$ cat src/rtl/vga_pkg.sv
// ============================================================================
// Module      : vga_pkg
// Description : Shared VGA geometry, colour and plot-arbiter state definitions.
// Revision    : 1.0 - initial release
// ============================================================================
`default_nettype none

package vga_pkg;

    localparam int X_W      = 8;
    localparam int Y_W      = 7;
    localparam int COLOUR_W = 3;
    localparam int SCREEN_W = 160;
    localparam int SCREEN_H = 120;

    localparam logic [COLOUR_W-1:0] CLEAR_COLOUR = 3'b000;

    typedef enum logic [0:0] {
        IDLE  = 1'b0,
        CLEAR = 1'b1
    } arb_state_t;

endpackage

`default_nettype wire

$ cat src/rtl/rr_arbiter.sv
// ============================================================================
// Module      : rr_arbiter
// Description : Round-robin one-hot select with registered priority pointer.
// Revision    : 1.0 - initial release
// ============================================================================
`default_nettype none

module rr_arbiter #(
    parameter int NUM_REQ = 4
) (
    input  logic               clk,
    input  logic               reset,
    input  logic               en,
    input  logic [NUM_REQ-1:0] req,
    output logic [NUM_REQ-1:0] grant
);

    localparam int PTR_W = (NUM_REQ > 1) ? $clog2(NUM_REQ) : 1;

    logic [PTR_W-1:0]   ptr;
    logic [PTR_W-1:0]   idx;
    logic [PTR_W-1:0]   win;
    logic               found;
    logic [NUM_REQ-1:0] cand;

    function automatic logic [PTR_W-1:0] wrap_add(input logic [PTR_W-1:0] p, input int k);
        int s;
        s = int'(p) + k;
        if (s >= NUM_REQ) begin
            s = s - NUM_REQ;
        end
        return PTR_W'(s);
    endfunction

    // Scan from ptr upward, modulo NUM_REQ; the first set request wins.
    always_comb begin
        idx   = '0;
        win   = '0;
        found = 1'b0;
        cand  = '0;
        for (int k = 0; k < NUM_REQ; k++) begin
            idx = wrap_add(ptr, k);
            if (!found && req[idx]) begin
                found     = 1'b1;
                win       = idx;
                cand[idx] = 1'b1;
            end
        end
        grant = en ? cand : '0;
    end

    always_ff @(posedge clk or negedge reset) begin
        if (!reset) begin
            ptr <= '0;
        end else if (|grant) begin
            ptr <= wrap_add(win, 1);
        end
    end

endmodule

`default_nettype wire

$ cat src/rtl/vga_plot_arbiter.sv
// ============================================================================
// Module      : vga_plot_arbiter
// Description : Shares the VGA adapter pixel port among requesters and
//               sequences full-screen clears.
// Options     : VGA_ARB_BOUNDS_CHECK_EN - drop off-screen pixels, add oob_err
// Revision    : 1.0 - initial release
// ============================================================================
`default_nettype none

module vga_plot_arbiter #(
    parameter int                    NUM_REQ      = 4,
    parameter int                    X_W          = vga_pkg::X_W,
    parameter int                    Y_W          = vga_pkg::Y_W,
    parameter int                    COLOUR_W     = vga_pkg::COLOUR_W,
    parameter int                    SCREEN_W     = vga_pkg::SCREEN_W,
    parameter int                    SCREEN_H     = vga_pkg::SCREEN_H,
    parameter logic [COLOUR_W-1:0]   CLEAR_COLOUR = vga_pkg::CLEAR_COLOUR
) (
    input  logic                         clk,
    input  logic                         reset,
    input  logic                         clear_start,
    output logic                         clear_busy,
    input  logic [NUM_REQ-1:0]           req,
    input  logic [NUM_REQ*X_W-1:0]       req_x,
    input  logic [NUM_REQ*Y_W-1:0]       req_y,
    input  logic [NUM_REQ*COLOUR_W-1:0]  req_colour,
    output logic [NUM_REQ-1:0]           grant,
    output logic [X_W-1:0]               vga_x,
    output logic [Y_W-1:0]               vga_y,
    output logic [COLOUR_W-1:0]          vga_colour,
    output logic                         vga_plot
`ifdef VGA_ARB_BOUNDS_CHECK_EN
    ,
    output logic                         oob_err
`endif
);

    import vga_pkg::*;

    localparam logic [X_W-1:0] X_LAST = X_W'(SCREEN_W - 1);
    localparam logic [Y_W-1:0] Y_LAST = Y_W'(SCREEN_H - 1);

    arb_state_t            state;
    logic [X_W-1:0]        cx;
    logic [Y_W-1:0]        cy;
    logic                  arb_en;
    logic [X_W-1:0]        sel_x;
    logic [Y_W-1:0]        sel_y;
    logic [COLOUR_W-1:0]   sel_colour;

    // Clear wins over a same-cycle request; grants are also masked in reset.
    assign arb_en = reset && (state == IDLE) && !clear_start;

    rr_arbiter #(
        .NUM_REQ (NUM_REQ)
    ) u_rr_arbiter (
        .clk   (clk),
        .reset (reset),
        .en    (arb_en),
        .req   (req),
        .grant (grant)
    );

    always_comb begin
        sel_x      = '0;
        sel_y      = '0;
        sel_colour = '0;
        for (int i = 0; i < NUM_REQ; i++) begin
            if (grant[i]) begin
                sel_x      = req_x[i*X_W +: X_W];
                sel_y      = req_y[i*Y_W +: Y_W];
                sel_colour = req_colour[i*COLOUR_W +: COLOUR_W];
            end
        end
    end

`ifdef VGA_ARB_BOUNDS_CHECK_EN
    logic sel_oob;
    assign sel_oob = (sel_x > X_LAST) || (sel_y > Y_LAST);
`endif

    always_ff @(posedge clk or negedge reset) begin
        if (!reset) begin
            state      <= IDLE;
            cx         <= '0;
            cy         <= '0;
            vga_x      <= '0;
            vga_y      <= '0;
            vga_colour <= '0;
            vga_plot   <= 1'b0;
            clear_busy <= 1'b0;
`ifdef VGA_ARB_BOUNDS_CHECK_EN
            oob_err    <= 1'b0;
`endif
        end else begin
            case (state)
                IDLE: begin
                    vga_plot <= 1'b0;
                    if (clear_start) begin
                        state      <= CLEAR;
                        cx         <= '0;
                        cy         <= '0;
                        clear_busy <= 1'b1;
`ifdef VGA_ARB_BOUNDS_CHECK_EN
                        oob_err    <= 1'b0;
`endif
                    end else if (|grant) begin
                        vga_x      <= sel_x;
                        vga_y      <= sel_y;
                        vga_colour <= sel_colour;
`ifdef VGA_ARB_BOUNDS_CHECK_EN
                        // Off-screen pixels are consumed but never reach the adapter.
                        if (sel_oob) begin
                            oob_err <= 1'b1;
                        end else begin
                            vga_plot <= 1'b1;
                        end
`else
                        vga_plot   <= 1'b1;
`endif
                    end
                end
                CLEAR: begin
                    vga_x      <= cx;
                    vga_y      <= cy;
                    vga_colour <= CLEAR_COLOUR;
                    vga_plot   <= 1'b1;
                    if (cx == X_LAST) begin
                        cx <= '0;
                        if (cy == Y_LAST) begin
                            cy         <= '0;
                            state      <= IDLE;
                            clear_busy <= 1'b0;
                        end else begin
                            cy <= cy + 1'b1;
                        end
                    end else begin
                        cx <= cx + 1'b1;
                    end
                end
                default: begin
                    state <= IDLE;
                end
            endcase
        end
    end

endmodule

`default_nettype wire

$ cat config.mk
export PLATFORM = sky130hd
export DESIGN_NAME = vga_plot_arbiter
export DESIGN_NICKNAME = d
export VERILOG_FILES = /design/src/rtl/vga_pkg.sv /design/src/rtl/rr_arbiter.sv /design/src/rtl/vga_plot_arbiter.sv
export SDC_FILE = /design/constraint.sdc
export NUM_CORES = 1
export LEC_CHECK = 0
export CORE_MARGIN = 2
export CORE_UTILIZATION = 31
export DETAILED_ROUTE_END_ITERATION = 10
export SLEW_MARGIN = 40
export SYNTH_ARGS = -nofsm -noshare
export SYNTH_HDL_FRONTEND = slang
export SYNTH_SLANG_ARGS = --single-unit
$ cat constraint.sdc
create_clock -name clk -period 4.3 [get_ports clk]
set_input_delay 0.86 -clock clk [delete_from_list [all_inputs] [get_ports clk]]
set_output_delay 0.86 -clock clk [all_outputs]
set_load 0.02 [all_outputs]
==> qor.txt <==
Status - complete, no violations
Total power - 766 uW
Final nets - 501
Period utilization - 97.5%
DR pass1 iterations - 4
Min Tclk post-route - 4.19 ns
Initial antenna violation count - 0
Overflow after GRT - 0
Leak - 0.00162 uW
CTS tree - done
Crit path DAT - 3.33 ns
CP required - 3.44 ns
Number of setup buffers added after CTS - 0
First-pass GRT wire length - 14700 um
Die extent in y - 96.9 um
Layout cells sized above 1 - 10.9%
#FFs+latches synth - 38
Final ANT Viol Nets - 0
Worst VDD drop - 0.000136 V
Boundary Pins - 103
Layout area overhead - 49.8%
Row cnt - 33
Largest net degree at the start of global routing - 39
Crit path max fanout - 12
Deepest level of the CTS H-tree - 2
Warnings, synthesis - 0
Type of the worst setup path - in -> out
CTS buffer count - 5
Dpl cells - 511
WL/cell - 17.3 um
Post-route insts no fill - 519
Clk buf depth - 2
RSZ-0062 raised after global routing - no
GPL Wtd Cong - 0.862
Via count - 2804
Hold_buf cts - 0
Worst slew pin tran - 0.506 ns
CP Launch Type - input pin
EDFF count, synth - 0
Gate Count Post-Synth - 301
Rel. slew slack - 66.2%
Pins Over Slew Limit - 0
Clock root buffer - clkbuf_8
Antenna cells - 0
Netlist cell types - 52
Fmax achieved - 239 MHz
Starting Density - 32.2%
DRT iter0 DRCs - 131
Syn nets - 389
Vias in the first global route - 2767
Die area - 9380 um2
# setup viols final - 0
Sequential area share after synthesis - 35.6%
Min-delay worst type - reg -> reg
Port bufs - 102
Critical Path Sink Type - output port
Max-cap violation count - 0
Detail Placement HPWL - 6650 um
Synthesized area per cell - 8.88 um2
Sink Count - 38
Fin Setup TNS - 0 ns
Async S/R FF share, synth - 100%
GRT Util Overall - 19.0%
Cell Area, Synth - 2670 um2
DRC Markers - 0
Worst Skew - 0.00730 ns
Clock network latency to the later pin of the worst-skew pair - 0.29 ns
Clk slew on worst S/H paths - 0.07 ns
Main synth FF type - dfrtp_1
WL final - 8960 um
Avg Vias per Cell - 5.40
Fin. Hold Viols - 0
Pwr per Cell Area - 191 nW/um2
Core area - 8300 um2
Die X - 96.9 um
worst max-delay path, stage by stage:
cell and delay [ns]:
clkdlybuf4s50_1 0.41, buf_4 0.16, mux4_2 0.60, nand3b_1 0.20, a21oi_1 0.19, o21a_1 0.24
clkdlybuf4s50_1 0.66
cell usage after synthesis (4+ instances only):
cell type / n / share of area, %
nand3_1: 10 / 1.9
a221oi_1: 19 / 6.2
o2bb2ai_1: 4 / 1.3
o211a_1: 5 / 1.9
nand3b_1: 6 / 1.7
ha_1: 9 / 4.2
nor2_1: 13 / 1.8
and3_1: 4 / 0.94
o32ai_1: 10 / 3.3
clkbuf_1: 8 / 1.1
o22ai_1: 12 / 2.8
dfrtp_1: 38 / 36
a21oi_1: 19 / 3.6
o21ai_1: 12 / 2.2
o21ai_0: 24 / 4.5
buf_2: 7 / 1.3
nand2_1: 30 / 4.2
inv_1: 15 / 2.1
xor2_1: 4 / 1.3
path summary, 6_finish.rpt:
kind	startpoint	endpoint	slack [ns]	cells past startpoint
min reg2reg	vga_colour[0]	vga_colour[0]	0.49	1
max reg2reg	u_rr_arbiter.ptr[0]	vga_y[6]	0.94	13
min in group asynchronous	reset	vga_y[4]	0.65	2
max in group asynchronous	reset	vga_colour[0]	3.30	2
min	vga_colour[0]	vga_colour[0]	0.49	1
max	req[2]	grant[1]	0.11	7
report_power, final:
group / internal (uW) / switching, uW
registers: 358 / 0.461
clock network: 129 / 133
logic: 89.7 / 55.5
metrics by stage:
stage	setup slack, ns	hold WS, ns	area, um2	utilization [%]
floorplan	0.553	0.467	2670	-
global placement	0.0809	0.475	3900	47.0
detailed placement	0.0570	0.479	3900	47.0
CTS	0.0411	0.497	4000	48.2
global route	0.00139	0.532	4000	48.2
finish	0.107	0.490	4000	48.2
routing by layer:
layer	track usage (%)	vias up	part of all wire (%)
met4	3.36	0	0.61
met3	5.35	6	6.3
li1	-	1375	-
met2	30.3	104	45
met1	26.2	1319	48
met5	0	-	0
placed cells by master (no fill, tap or decap), types with 6 or more instances in the layout:
master / synthesis / layout
clkdlybuf4s50_1: 0 / 101
dfrtp_1: 38 / 38
nand2_1: 30 / 30
o21ai_0: 24 / 24
a21oi_1: 19 / 19
a221oi_1: 19 / 19
buf_4: 0 / 19
inv_1: 15 / 15
nor2_1: 13 / 13
o21ai_1: 12 / 12
o22ai_1: 12 / 12
nand3_1: 10 / 10
o32ai_1: 10 / 10
ha_1: 9 / 9
nand3b_1: 6 / 6
clkbuf_8: 0 / 6
state kept, by name, summed over array words and instances (netlist names):
register,cells
u_rr_arbiter.ptr,2
vga_plot,1
vga_colour,3
state,1
vga_x,8
cx,8
clear_busy,1
cy,7
vga_y,7
final cells by class:
cell class                      instances  area, um2
Timing Repair Buffer                  122       1180
Multi-Input combinational cell        228       1580
Sequential cell                        38        951
Fill cell                             834       4300
Inverter                               18       67.6
Tap cell                              105        131
Clock buffer                            6       82.6
Clock inverter                          2       12.5
cells by family (layout without fill, tap and decap cells):
group                    after synthesis  count (layout)  synth area share (%)
adder cells (fa/ha/maj)                9               9                  4.21
XOR/XNOR                               5               5                  1.64
AO/OA/AOI/OAI                        122             122                  32.5
multiplexers                           7               7                  4.07
flip-flops                            38              38                  35.6
AND/OR/NAND/NOR                       85              85                  16.5
buffers and inverters                 35             148                  5.52
repair_timing:
| action | in CTS | in global routing |
|---|---|---|
| resized for setup | 0 | 2 |
| endpoints found under the setup margin | 0 | 2 |
| hold endpoints to repair | 0 | 0 |
Note: power is estimated with default switching activity, not from simulation.
